`src/rtl/pc_sequencer_pkg.sv`:
```
// Shared state encoding and PC constants for the PC sequencer.
// The optional trap path is enabled by defining PC_SEQ_TRAP_EN.
package pc_sequencer_pkg;

  localparam int              PC_W   = 32;
  localparam logic [PC_W-1:0] PC_INC = 32'd4;

  typedef enum logic [1:0] {
    BOOT  = 2'd0,
    FETCH = 2'd1,
    HOLD  = 2'd2
  } state_e;

endpackage

```
`src/rtl/pc_sequencer_if.sv`:
```
// Fetch-side bundle between the PC sequencer (master) and its consumer (slave).
// The trap request only exists when PC_SEQ_TRAP_EN is defined.
interface pc_sequencer_if;
  import pc_sequencer_pkg::*;

  logic            stall;
  logic            br_taken;
  logic [PC_W-1:0] br_target;
`ifdef PC_SEQ_TRAP_EN
  logic            trap;
`endif
  logic            imem_ready;
  logic [PC_W-1:0] pc_out;
  logic            imem_req;
  logic            fetch_valid;
  logic            flush;
  logic [PC_W-1:0] fetch_cnt;

`ifdef PC_SEQ_TRAP_EN
  modport master (
    input  stall, br_taken, br_target, trap, imem_ready,
    output pc_out, imem_req, fetch_valid, flush, fetch_cnt
  );
  modport slave (
    output stall, br_taken, br_target, trap, imem_ready,
    input  pc_out, imem_req, fetch_valid, flush, fetch_cnt
  );
`else
  modport master (
    input  stall, br_taken, br_target, imem_ready,
    output pc_out, imem_req, fetch_valid, flush, fetch_cnt
  );
  modport slave (
    output stall, br_taken, br_target, imem_ready,
    input  pc_out, imem_req, fetch_valid, flush, fetch_cnt
  );
`endif

endinterface

```
`src/rtl/pc_sequencer_next_sel.sv`:
```
// pc_next_sel: combinational next-PC priority selection (trap > branch > advance > hold).
// The trap leg is present only when PC_SEQ_TRAP_EN is defined.
module pc_next_sel import pc_sequencer_pkg::*; #(
  parameter logic [PC_W-1:0] TRAP_VECTOR = 32'h0000_0100
) (
  input  logic            run,
`ifdef PC_SEQ_TRAP_EN
  input  logic            trap,
`endif
  input  logic            br_taken,
  input  logic [PC_W-1:0] br_target,
  input  logic            advance,
  input  logic [PC_W-1:0] pc_q,
  output logic [PC_W-1:0] pc_d,
  output logic            redirect
);

  // Redirect is kept apart from pc_d so it never depends on advance.
`ifdef PC_SEQ_TRAP_EN
  assign redirect = run & (trap | br_taken);
`else
  assign redirect = run & br_taken;
`endif

  // NOTE: every output of an always_comb gets a default first, so no path can infer a latch.
  always_comb begin
    pc_d = pc_q;
`ifdef PC_SEQ_TRAP_EN
    if (run && trap) begin
      pc_d = TRAP_VECTOR;
    end else
`endif
    if (run && br_taken) begin
      pc_d = br_target & ~32'd3;
    end else if (advance) begin
      pc_d = pc_q + PC_INC;
    end
  end

endmodule

```
`src/rtl/pc_sequencer.sv`:
```
// PC sequencer: BOOT/FETCH/HOLD fetch FSM, PC register and completed-fetch counter.
// Define PC_SEQ_TRAP_EN to add the TRAP request and TRAP_VECTOR redirect.
module pc_sequencer import pc_sequencer_pkg::*; #(
  parameter logic [PC_W-1:0] RESET_VECTOR = 32'h0000_0000
`ifdef PC_SEQ_TRAP_EN
  ,
  parameter logic [PC_W-1:0] TRAP_VECTOR  = 32'h0000_0100
`endif
) (
  input logic            CLK,
  input logic            RST_N,
  pc_sequencer_if.master bus
);

  state_e          state_q, state_d;
  logic [PC_W-1:0] pc_q, pc_d;
  logic [PC_W-1:0] fetch_cnt_q;
  logic            run, redirect, imem_req, fetch_valid;

  assign run = (state_q != BOOT);

  pc_next_sel #(
`ifdef PC_SEQ_TRAP_EN
    .TRAP_VECTOR (TRAP_VECTOR)
`endif
  ) u_next_sel (
    .run       (run),
`ifdef PC_SEQ_TRAP_EN
    .trap      (bus.trap),
`endif
    .br_taken  (bus.br_taken),
    .br_target (bus.br_target),
    .advance   (imem_req & bus.imem_ready),
    .pc_q      (pc_q),
    .pc_d      (pc_d),
    .redirect  (redirect)
  );

  always_comb begin
    state_d  = state_q;
    imem_req = 1'b0;
    case (state_q)
      BOOT:  state_d = bus.stall ? HOLD : FETCH;
      FETCH: begin
        imem_req = ~bus.stall;
        if (redirect)       state_d = FETCH;
        else if (bus.stall) state_d = HOLD;
      end
      HOLD:    if (redirect || !bus.stall) state_d = FETCH;
      default: state_d = BOOT;
    endcase
  end

  // A redirect wins over a completing fetch, so that fetch is not counted.
  assign fetch_valid = imem_req & bus.imem_ready & ~redirect;

  // NOTE: sequential state uses non-blocking assignments so all registers update together on the edge.
  always_ff @(posedge CLK or negedge RST_N) begin
    if (!RST_N) begin
      state_q     <= BOOT;
      pc_q        <= RESET_VECTOR;
      fetch_cnt_q <= '0;
    end else begin
      state_q <= state_d;
      pc_q    <= pc_d;
      if (fetch_valid) fetch_cnt_q <= fetch_cnt_q + 32'd1;
    end
  end

  assign bus.pc_out      = pc_q;
  assign bus.imem_req    = imem_req;
  assign bus.fetch_valid = fetch_valid;
  assign bus.flush       = redirect;
  assign bus.fetch_cnt   = fetch_cnt_q;

endmodule

```
`src/flat_wrapper.sv`:
```
// flat-port wrapper written by rule: the top's interface ports become plain ports
module pc_sequencer_flat import pc_sequencer_pkg::*;
#(
  parameter logic [PC_W-1:0] RESET_VECTOR = 32'h0000_0000

)
  (CLK, RST_N, bus_stall, bus_br_taken, bus_br_target, bus_imem_ready, bus_pc_out, bus_imem_req, bus_fetch_valid, bus_flush, bus_fetch_cnt);
  pc_sequencer_if bus_i ();
  input logic CLK;
  input logic RST_N;
  input wire logic [$bits(bus_i.stall)-1:0] bus_stall;
  input wire logic [$bits(bus_i.br_taken)-1:0] bus_br_taken;
  input wire logic [$bits(bus_i.br_target)-1:0] bus_br_target;
  input wire logic [$bits(bus_i.imem_ready)-1:0] bus_imem_ready;
  output wire logic [$bits(bus_i.pc_out)-1:0] bus_pc_out;
  output wire logic [$bits(bus_i.imem_req)-1:0] bus_imem_req;
  output wire logic [$bits(bus_i.fetch_valid)-1:0] bus_fetch_valid;
  output wire logic [$bits(bus_i.flush)-1:0] bus_flush;
  output wire logic [$bits(bus_i.fetch_cnt)-1:0] bus_fetch_cnt;
  assign bus_i.stall = bus_stall;
  assign bus_i.br_taken = bus_br_taken;
  assign bus_i.br_target = bus_br_target;
  assign bus_i.imem_ready = bus_imem_ready;
  assign bus_pc_out = bus_i.pc_out;
  assign bus_imem_req = bus_i.imem_req;
  assign bus_fetch_valid = bus_i.fetch_valid;
  assign bus_flush = bus_i.flush;
  assign bus_fetch_cnt = bus_i.fetch_cnt;
  pc_sequencer #(.RESET_VECTOR(RESET_VECTOR)) u_core (.CLK(CLK), .RST_N(RST_N), .bus(bus_i));
endmodule
```
`config.mk`:
```
export PLATFORM = sky130hd
export DESIGN_NAME = pc_sequencer_flat
export DESIGN_NICKNAME = d
export VERILOG_FILES = /design/src/rtl/pc_sequencer_pkg.sv /design/src/rtl/pc_sequencer_if.sv /design/src/rtl/pc_sequencer_next_sel.sv /design/src/rtl/pc_sequencer.sv /design/src/flat_wrapper.sv
export SDC_FILE = /design/constraint.sdc
export NUM_CORES = 1
export LEC_CHECK = 0
export CORE_MARGIN = 2
export CORE_UTILIZATION = 47
export DETAILED_ROUTE_END_ITERATION = 8
export GPL_ROUTABILITY_DRIVEN = 0
export PLACE_DENSITY_LB_ADDON = 0.3
export SYNTH_ARGS = -nofsm -noshare
export SYNTH_HDL_FRONTEND = slang
export SYNTH_SLANG_ARGS = --single-unit
```
`constraint.sdc`:
```
create_clock -name CLK -period 2.1 [get_ports CLK]
set_input_delay 0.315 -clock CLK [delete_from_list [all_inputs] [get_ports CLK]]
set_output_delay 0.315 -clock CLK [all_outputs]
set_load 0.05 [all_outputs]
```
-- Yosys cells after proc, flatten, opt, wreduce, memory -nomap -nowiden
Index checks and enable logic that the tools add are counted.
- multipliers: 0
- reductions and logical operators: 7
- div/mod/pow operators: 0
- $lt $le $gt $ge: 0
- muxes and demuxes: 8
- shift operators: 0
- bitwise operators: 5
- equal/unequal tests: 4
- add/subtract/negate cells: 2
- operators with widths (operator ; count):
    $mux W32 ; 2
    $add A32 B1 Y32 const B ; 1
    $add A32 B3 Y32 const B ; 1
    $mux W2 ; 4
    $pmux W2 S3 ; 1
    $reduce_bool A2 Y1 ; 2
    $and A1 B1 Y1 ; 3
    $ne A3 B2 Y1 const B ; 1
    $eq A2 B1 Y1 const B ; 1
    $eq A2 B2 Y1 const B ; 1
    $logic_not A2 Y1 ; 1
    $ne A2 B1 Y1 const B ; 1
    $not A1 Y1 ; 2
    $reduce_and A2 Y1 ; 1
    $logic_and A1 B1 Y1 ; 1
    $logic_not A1 Y1 ; 1
    $logic_or A1 B1 Y1 ; 1
    $mux W1 ; 1
- bits in registers: 66
- memories kept: 0
- logic and storage cells: 29
- output and inout bits: 67
- bits in read-only memories: 0
- latch bits: 0
- input bits: 37
- RAM bits: 0

-- Longest topological paths before layout
Gate-level depths: netlist (run 1).
- word-level depth: 5
- mapped depth: 8
- mapped depth without buffers: 6

-- Cells and area by module
A second synthesis (run 1) with hierarchy kept.
- cells, all modules: 331
- area total of the unflattened synthesis: 3355.7 um^2
- by module, submodules not included (module ; cells each ; instances ; sequential area each (um^2) ; area an instance (um^2)):
    pc_sequencer ; 179 ; 1 ; 1651.6 ; 2454.9
    pc_next_sel ; 152 ; 1 ; 0.0 ; 900.9

-- Worst setup path after synthesis (run 1)
No wires, ideal clock.
- path kind: reg2reg
- from: reg u_core.pc_q[7], in the netlist u_core.bus.pc_out[7]
- to: reg u_core.pc_q[26], in the netlist u_core.bus.pc_out[26]
- stages on the path, launching flop included: 6
- setup time: 126 ps
- buffers on the path: 0
- data arrival time: 2125 ps
- slack: -151 ps
- clock period less this slack: 2251 ps
- data required time: 1974 ps
- cells stage by stage: dfrtp_1 -> nand3_2 -> or4_4 -> nor4_2 -> a211oi_1 -> a221o_1
- word-level cells in the longest chain between the ends: 3
- RTL lines (element ; line ; source):
    start, declared ; pc_sequencer.sv:16 ; logic [PC_W-1:0] pc_q, pc_d;
    start signal, assigned ; pc_sequencer.sv:65 ; pc_q <= pc_d;
    $add A32 B3 Y32 ; pc_sequencer_next_sel.sv:36 ; pc_d = pc_q + PC_INC;
    $mux W32 ; pc_sequencer_next_sel.sv:35 ; end else if (advance) begin
    $mux W32 ; pc_sequencer_next_sel.sv:33 ; if (run && br_taken) begin
Every way passes these cells. The select of a mux whose other input is x is not followed.
A chain may end at the register's enable or synchronous reset.

-- Worst setup path after layout (run 1)
- from: in bus_imem_ready
- to: out bus_fetch_valid
- word-level cells in the longest chain between the ends: 2
- RTL lines (element ; line ; source):
    start, declared ; flat_wrapper.sv:14 ; input wire logic [$bits(bus_i.imem_ready)-1:0] bus_imem_ready;
    $and A1 B1 Y1 (2 in series) ; pc_sequencer.sv:55 ; assign fetch_valid = imem_req & bus.imem_ready & ~redirect;
    end, declared ; flat_wrapper.sv:17 ; output wire logic [$bits(bus_i.fetch_valid)-1:0] bus_fetch_valid;
Every way passes these cells.

==> impl_metrics.ini, run 1 <==
[run_status]
status = finished clean

[detailed_routing]
drt_iter0_drc = 159
vias_per_cell = 5.48
ant_nets = 0
wl_per_cell_um = 15.7
routed_wl_um = 9090
drt_pre_antenna_iters = 4
vias = 3161
drcViolationCount = 0

[placed_design]
dp_hpwl_um = 6530
io_buffers = 99
pre_cts_ws_ns = -0.233
placed_cells = 560

[floorplanning]
initial_core_util_pct = 49.0
core_um2 = 6870
boundaryPins = 104
rows = 30
die_y_um = 88.6
die_w_um = 88.6
die-area_um2 = 7850

[cells_and_area]
syn2layout_area_growth_pct = 47.1
stdcell_count = 577
fill_cells = 531
drive_above_1_share_pct = 15.4
num_antenna_cells = 0
fin_nets = 516

[timing]
drv_slew = 0
maxSlewHeadroom_pct = 61.8
setup_viol = 0
rsz0062_at_grt = yes
max_clock_freq_mhz = 483
hold_viol = 0
worst_clock_skew_ns = 0.00778
min_period_ns = 2.07
min_period_over_period_pct = 98.5
worst_pin_slew_ns = 0.570
finalWorstSetupSlack_ns = 0.0305

[clock_tree]
ctsLongestPathBuffers = 2
clkLatencyLatePin_ns = 0.34
cts_sinks = 64
clockRootBuffer = clkbuf_8
htreeDepth = 3
cts_tree = built
path_clk_slew_ns = 0.07
cts_made_buffers = 9

[pwr]
power_uw = 4280
p_clk_share_pct = 27.7
p_sw_share_pct = 37.7
combPwrFrac_pct = 34.3
p_sw_uw = 1610
power.density_nw_per_um2 = 866
ir_drop_mv = 0.642
internal-power_uw = 2670
p_seq_share_pct = 38.0
p_leak_uw = 0.00209

[worst_setup_path]
path_class = in2out
required_ns = 1.78
setup.worst_path.start_class = input pin
worstPathBufferInverterCount = 5
cpMostUsedCell = buf_12
critPathTopFamily = buffers and inverters
cp_data_arrival_time_ns = 1.75
cp-end-kind = output pin
path_cells = clkdlybuf4s50_1, nor4bb_2, buf_4, nand2_1, inv_2, buf_12, buf_12
critPathMaxFanout = 7
crit_slowest_cell = clkdlybuf4s50_1
max_stage_delay_ns = 0.50

[run]
cap_viol_max_count = 0

[global_route]
grt_pass1_wl_um = 14800
grt_pass1_vias = 3085
grt_start_max_net_pins = 65
grtUsageTotal_pct = 24.2
grt_antenna_before_repair = 0
grt_overflow = 0

[synth]
yosysUniqueCellTypes = 47
syn-cell-area_um2 = 3360
ys.flop_type = dfrtp_1
synth_area_per_cell_um2 = 9.64
yosysWarningCount = 0
ys_ff_latch = 64
netlist_instances = 349
ys_seq_area_share_pct = 47.6
synthArstFlopShare_pct = 100
synth-edff-count = 0

[min_path]
hold_class = reg2reg
kinds of logic after synthesis:
logic type,share of synthesized area [%]
AOI/OAI and AO/OA,9.71
xor gates and xnor gates,11.7
adders and majority gates,0.744
buffers and inverters,3.72
DFF,47.6
muxes,0.298
other,0.112
and+or+nand+nor,26.1
area by class of cell:
cell class	instances	area (um^2)	area share [%]
clock buffers	12	155	3.14
clock inverters	3	65.1	1.32
inverters	11	41.3	0.835
multi-input cells	261	1660	33.6
flip-flops and latches	64	1620	32.7
well taps	96	120	2.43
repair buffers	130	1290	26.0
path summary, 6_finish.rpt:
kind	start	to	slack, ns	depth (start not counted)
max	bus_imem_ready	bus_fetch_valid	0.03	7
min	u_core.bus.fetch_cnt[31]$_DFFE_PN0P_	u_core.bus.fetch_cnt[31]$_DFFE_PN0P_	0.47	1
max reg2reg	u_core.bus.pc_out[3]$_DFFE_PN0P_	u_core.bus.pc_out[26]$_DFFE_PN0P_	0.15	6
min reg2reg	u_core.bus.fetch_cnt[31]$_DFFE_PN0P_	u_core.bus.fetch_cnt[31]$_DFFE_PN0P_	0.47	1
max in group asynchronous	RST_N	u_core.bus.pc_out[10]$_DFFE_PN0P_	1.26	3
min in group asynchronous	RST_N	u_core.bus.fetch_cnt[8]$_DFFE_PN0P_	0.52	3
power groups by stage:
stage | logic [uW] | clock network [uW] | registers (uW)
after floorplan | 347 | 0 | 2150
after global placement | 1440 | 0 | 1630
after detailed placement | 1460 | 0 | 1640
after CTS | 1470 | 1210 | 1620
after global routing | 1550 | 1270 | 1660
final | 1470 | 1190 | 1630
layer usage:
layer  wire length, um  GRT usage [%]
met1              3760           30.7
met2              4650           40.5
met3               562           6.72
met4               114           7.30
met5                 0              0
cell usage in the layout (no fill, tap or decap), types with 13 or more instances in the layout:
master / count
clkdlybuf4s50_1: 95
dfrtp_1: 53
nand2_1: 49
buf_4: 27
xor2_1: 26
nand3_1: 22
nor2_1: 20
xnor2_1: 19
nor3_1: 17
o21ai_0: 14
nand4_1: 13
what timing repair did:
item | in CTS | in global routing
endpoints found under the setup margin | 2 | 13
pin swaps | 0 | 1
gates resized for setup | 2 | 5
buffers inserted | 0 | 1
hold buffers | 1 | 0
hold endpoints to repair | 9 | 0
synthesized netlist by cell type, drive strengths merged (3+ instances only):
cell,count,area (um^2)
dfrtp,64,1600
nand2,49,184
xor2,26,228
nand3,24,138
nor2,20,75.1
o21ai,19,95.1
xnor2,19,166
nor3,18,90.1
nand4,14,93.8
inv,11,41.3
clkbuf,9,35.0
nor4,9,77.6
and3,8,50.1
a221o,7,71.3
o211ai,6,45.0
a21oi,5,25.0
buf,5,48.8
a22oi,4,30.0
and4,4,35.0
nor3b,4,30.0
a31oi,3,18.8
and2,3,18.8
o311ai,3,26.3
flip-flops by register name, summed over array words and instances, names as in the netlist:
signal / count
u_core.bus.fetch_cnt: 32
u_core.state_q: 2
u_core.bus.pc_out: 30
per-stage QoR:
| stage | setup TNS [ns] | util (%) | hold WS [ns] | cell area (um^2) |
|---|---|---|---|---|
| 2_1_floorplan | 0 | - | 0.0194 | 3380 |
| 3_3_place_gp | -2.63 | 68.2 | 0.355 | 4690 |
| 3_5_place_dp | -3.03 | 68.2 | 0.359 | 4690 |
| 4_1_cts | 0 | 71.6 | 0.478 | 4920 |
| 5_1_grt | -0.126 | 72.0 | 0.493 | 4950 |
| 6_report | 0 | 72.0 | 0.473 | 4950 |
worst register-to-register path, stage by stage (launching register included):
cell      delay (ns)
dfrtp_2         0.40
ha_1            0.23
nand4_1         0.18
or2_4           0.33
nor4_2          0.32
a211oi_1        0.12
a221o_1         0.26
(Power assumes the default switching activity.)
==> run 2: changes to the inputs <==
--- a/config.mk
+++ b/config.mk
@@ -9,6 +9,7 @@
 export CORE_UTILIZATION = 47
 export DETAILED_ROUTE_END_ITERATION = 8
 export GPL_ROUTABILITY_DRIVEN = 0
+export GPL_TIMING_DRIVEN = 0
 export PLACE_DENSITY_LB_ADDON = 0.3
 export SYNTH_ARGS = -nofsm -noshare
 export SYNTH_HDL_FRONTEND = slang
==> run 2 against run 1 <==
Count of clock-buffer cells in the layout grew 1; critical path depth did not move; sequential cell count did not move; largest cell class unchanged; largest power group unchanged.
==> impl_metrics.ini, run 2 (same netlist as run 1, synthesis figures left out) <==
[run_status]
status = finished clean

[pwr]
ir_drop_mv = 0.624
power.density_nw_per_um2 = 847
p_clk_share_pct = 24.9
p_seq_share_pct = 40.5
p_sw_share_pct = 39.5
p_leak_uw = 0.00202
internal-power_uw = 2450
p_sw_uw = 1600
combPwrFrac_pct = 34.7
power_uw = 4060

[clock_tree]
clockRootBuffer = clkbuf_8
htreeDepth = 3
path_clk_slew_ns = 0.07
cts_made_buffers = 9
cts_tree = built
cts_sinks = 64
ctsLongestPathBuffers = 2
clkLatencyLatePin_ns = 0.34

[worst_setup_path]
critPathMaxFanout = 3
cp_data_arrival_time_ns = 1.74
cp-end-kind = output pin
path_class = in2out
worst_r2r_path_depth = 6
required_ns = 1.78
setup.worst_path.start_class = input pin

[global_route]
grt_start_max_net_pins = 65
grt_pass1_wl_um = 14100
grtUsageTotal_pct = 23.5
grt_pass1_vias = 2976
grt_antenna_before_repair = 0
grt_overflow = 0

[timing]
worst_pin_slew_ns = 0.794
finalWorstSetupSlack_ns = 0.0498
hold_viol = 0
maxSlewHeadroom_pct = 47.1
min_period_ns = 2.05
setup_viol = 0
max_clock_freq_mhz = 488
worst_clock_skew_ns = 0.00762
drv_slew = 0
min_period_over_period_pct = 97.6

[cells_and_area]
multi_input_area_um2 = 1710
syn2layout_area_growth_pct = 42.5
largest_reg_flops = 32
stdcell_count = 563
fin_nets = 502
drive_above_1_share_pct = 12.4
num_antenna_cells = 0
design_area_um2 = 4790
fill_cells = 543
layout_commonest_cell = clkdlybuf4s50_1
regArea_um2 = 1620
final_cell_mix = clkdlybuf4s50_1 (94), dfrtp_1 (53), nand2_1 (49)

[detailed_routing]
drcViolationCount = 0
vias = 3082
wl_per_cell_um = 15.5
drt_pre_antenna_iters = 4
drt_iter0_drc = 155
vias_per_cell = 5.47
ant_nets = 0
routed_wl_um = 8720

[floorplanning]
boundaryPins = 104
rows = 30
die-area_um2 = 7850
core_um2 = 6870
die_y_um = 88.6
initial_core_util_pct = 49.0
die_w_um = 88.6

[placed_design]
dp_hpwl_um = 6250
placed_cells = 545
io_buffers = 99
pre_cts_ws_ns = -1.05
placed_area_um2 = 4490

[min_path]
hold_class = in2async

[run]
cap_viol_max_count = 0
run 2: critical path: stages:
cell and delay [ns]:
clkdlybuf4s50_1 0.49, nor4bb_2 0.28, clkbuf_4 0.19, nand2_1 0.09, inv_1 0.11, buf_6 0.12, buf_8 0.14
run 2: area by class of cell:
class | instances | share of cell area [%]
Multi-Input combinational cell | 261 | 35.6
Sequential cell | 64 | 33.7
Timing Repair Buffer | 102 | 21.1
Clock buffer | 13 | 3.73
Tap cell | 96 | 2.51
Buffer | 14 | 2.14
Inverter | 11 | 0.914
Clock inverter | 2 | 0.261
run 2: layer usage:
| metal | vias to the layer above | global-route usage, % | wire length (um) |
|---|---|---|---|
| met5 | - | 0 | 0 |
| met4 | 0 | 10.9 | 157 |
| met3 | 16 | 5.60 | 521 |
| met2 | 112 | 37.9 | 4270 |
| met1 | 1474 | 30.0 | 3770 |
| li1 | 1480 | - | - |
run 2: repair_timing:
action | 4_1_cts | 5_1_grt
buffers inserted | 2 | 1
hold buffers | 0 | 0
pin swaps | 1 | 1
setup endpoints to repair | 18 | 25
gates resized for setup | 28 | 11
run 2: final timing paths:
kind                                                      start  slack (ns)                                    to
hold reg to reg            u_core.bus.fetch_cnt[31]$_DFFE_PN0P_        0.48  u_core.bus.fetch_cnt[31]$_DFFE_PN0P_
min in group CLK                                      bus_stall        0.42         u_core.state_q[0]$_DFFE_PN0P_
setup / recovery                                 bus_imem_ready        0.05                       bus_fetch_valid
max in group asynchronous                                 RST_N        1.46     u_core.bus.pc_out[17]$_DFFE_PN0P_
hold / removal                                            RST_N        0.05   u_core.bus.fetch_cnt[8]$_DFFE_PN0P_
setup reg to reg               u_core.bus.pc_out[2]$_DFFE_PN0P_        0.07     u_core.bus.pc_out[26]$_DFFE_PN0P_
run 2: per-stage QoR:
| stage | TNS, ns | hold WS, ns | utilization (%) |
|---|---|---|---|
| 3_5_place_dp | -14.80 | 0.459 | 65.3 |
| 2_1_floorplan | 0 | 0.0194 | - |
| 5_1_grt | -0.00214 | 0.133 | 69.8 |
| 4_1_cts | 0 | 0.0936 | 68.9 |
| 3_3_place_gp | -105.16 | 0.454 | 65.4 |
| 6_report | 0 | 0.0531 | 69.8 |
run 2: power by group through the flow:
stage | Sequential (uW) | Clock [uW] | Combinational, uW
CTS | 1640 | 1020 | 1400
finish | 1640 | 1010 | 1410
floorplan | 2150 | 0 | 347
global route | 1680 | 1080 | 1480
detailed placement | 1660 | 0 | 1390
global placement | 1650 | 0 | 1370
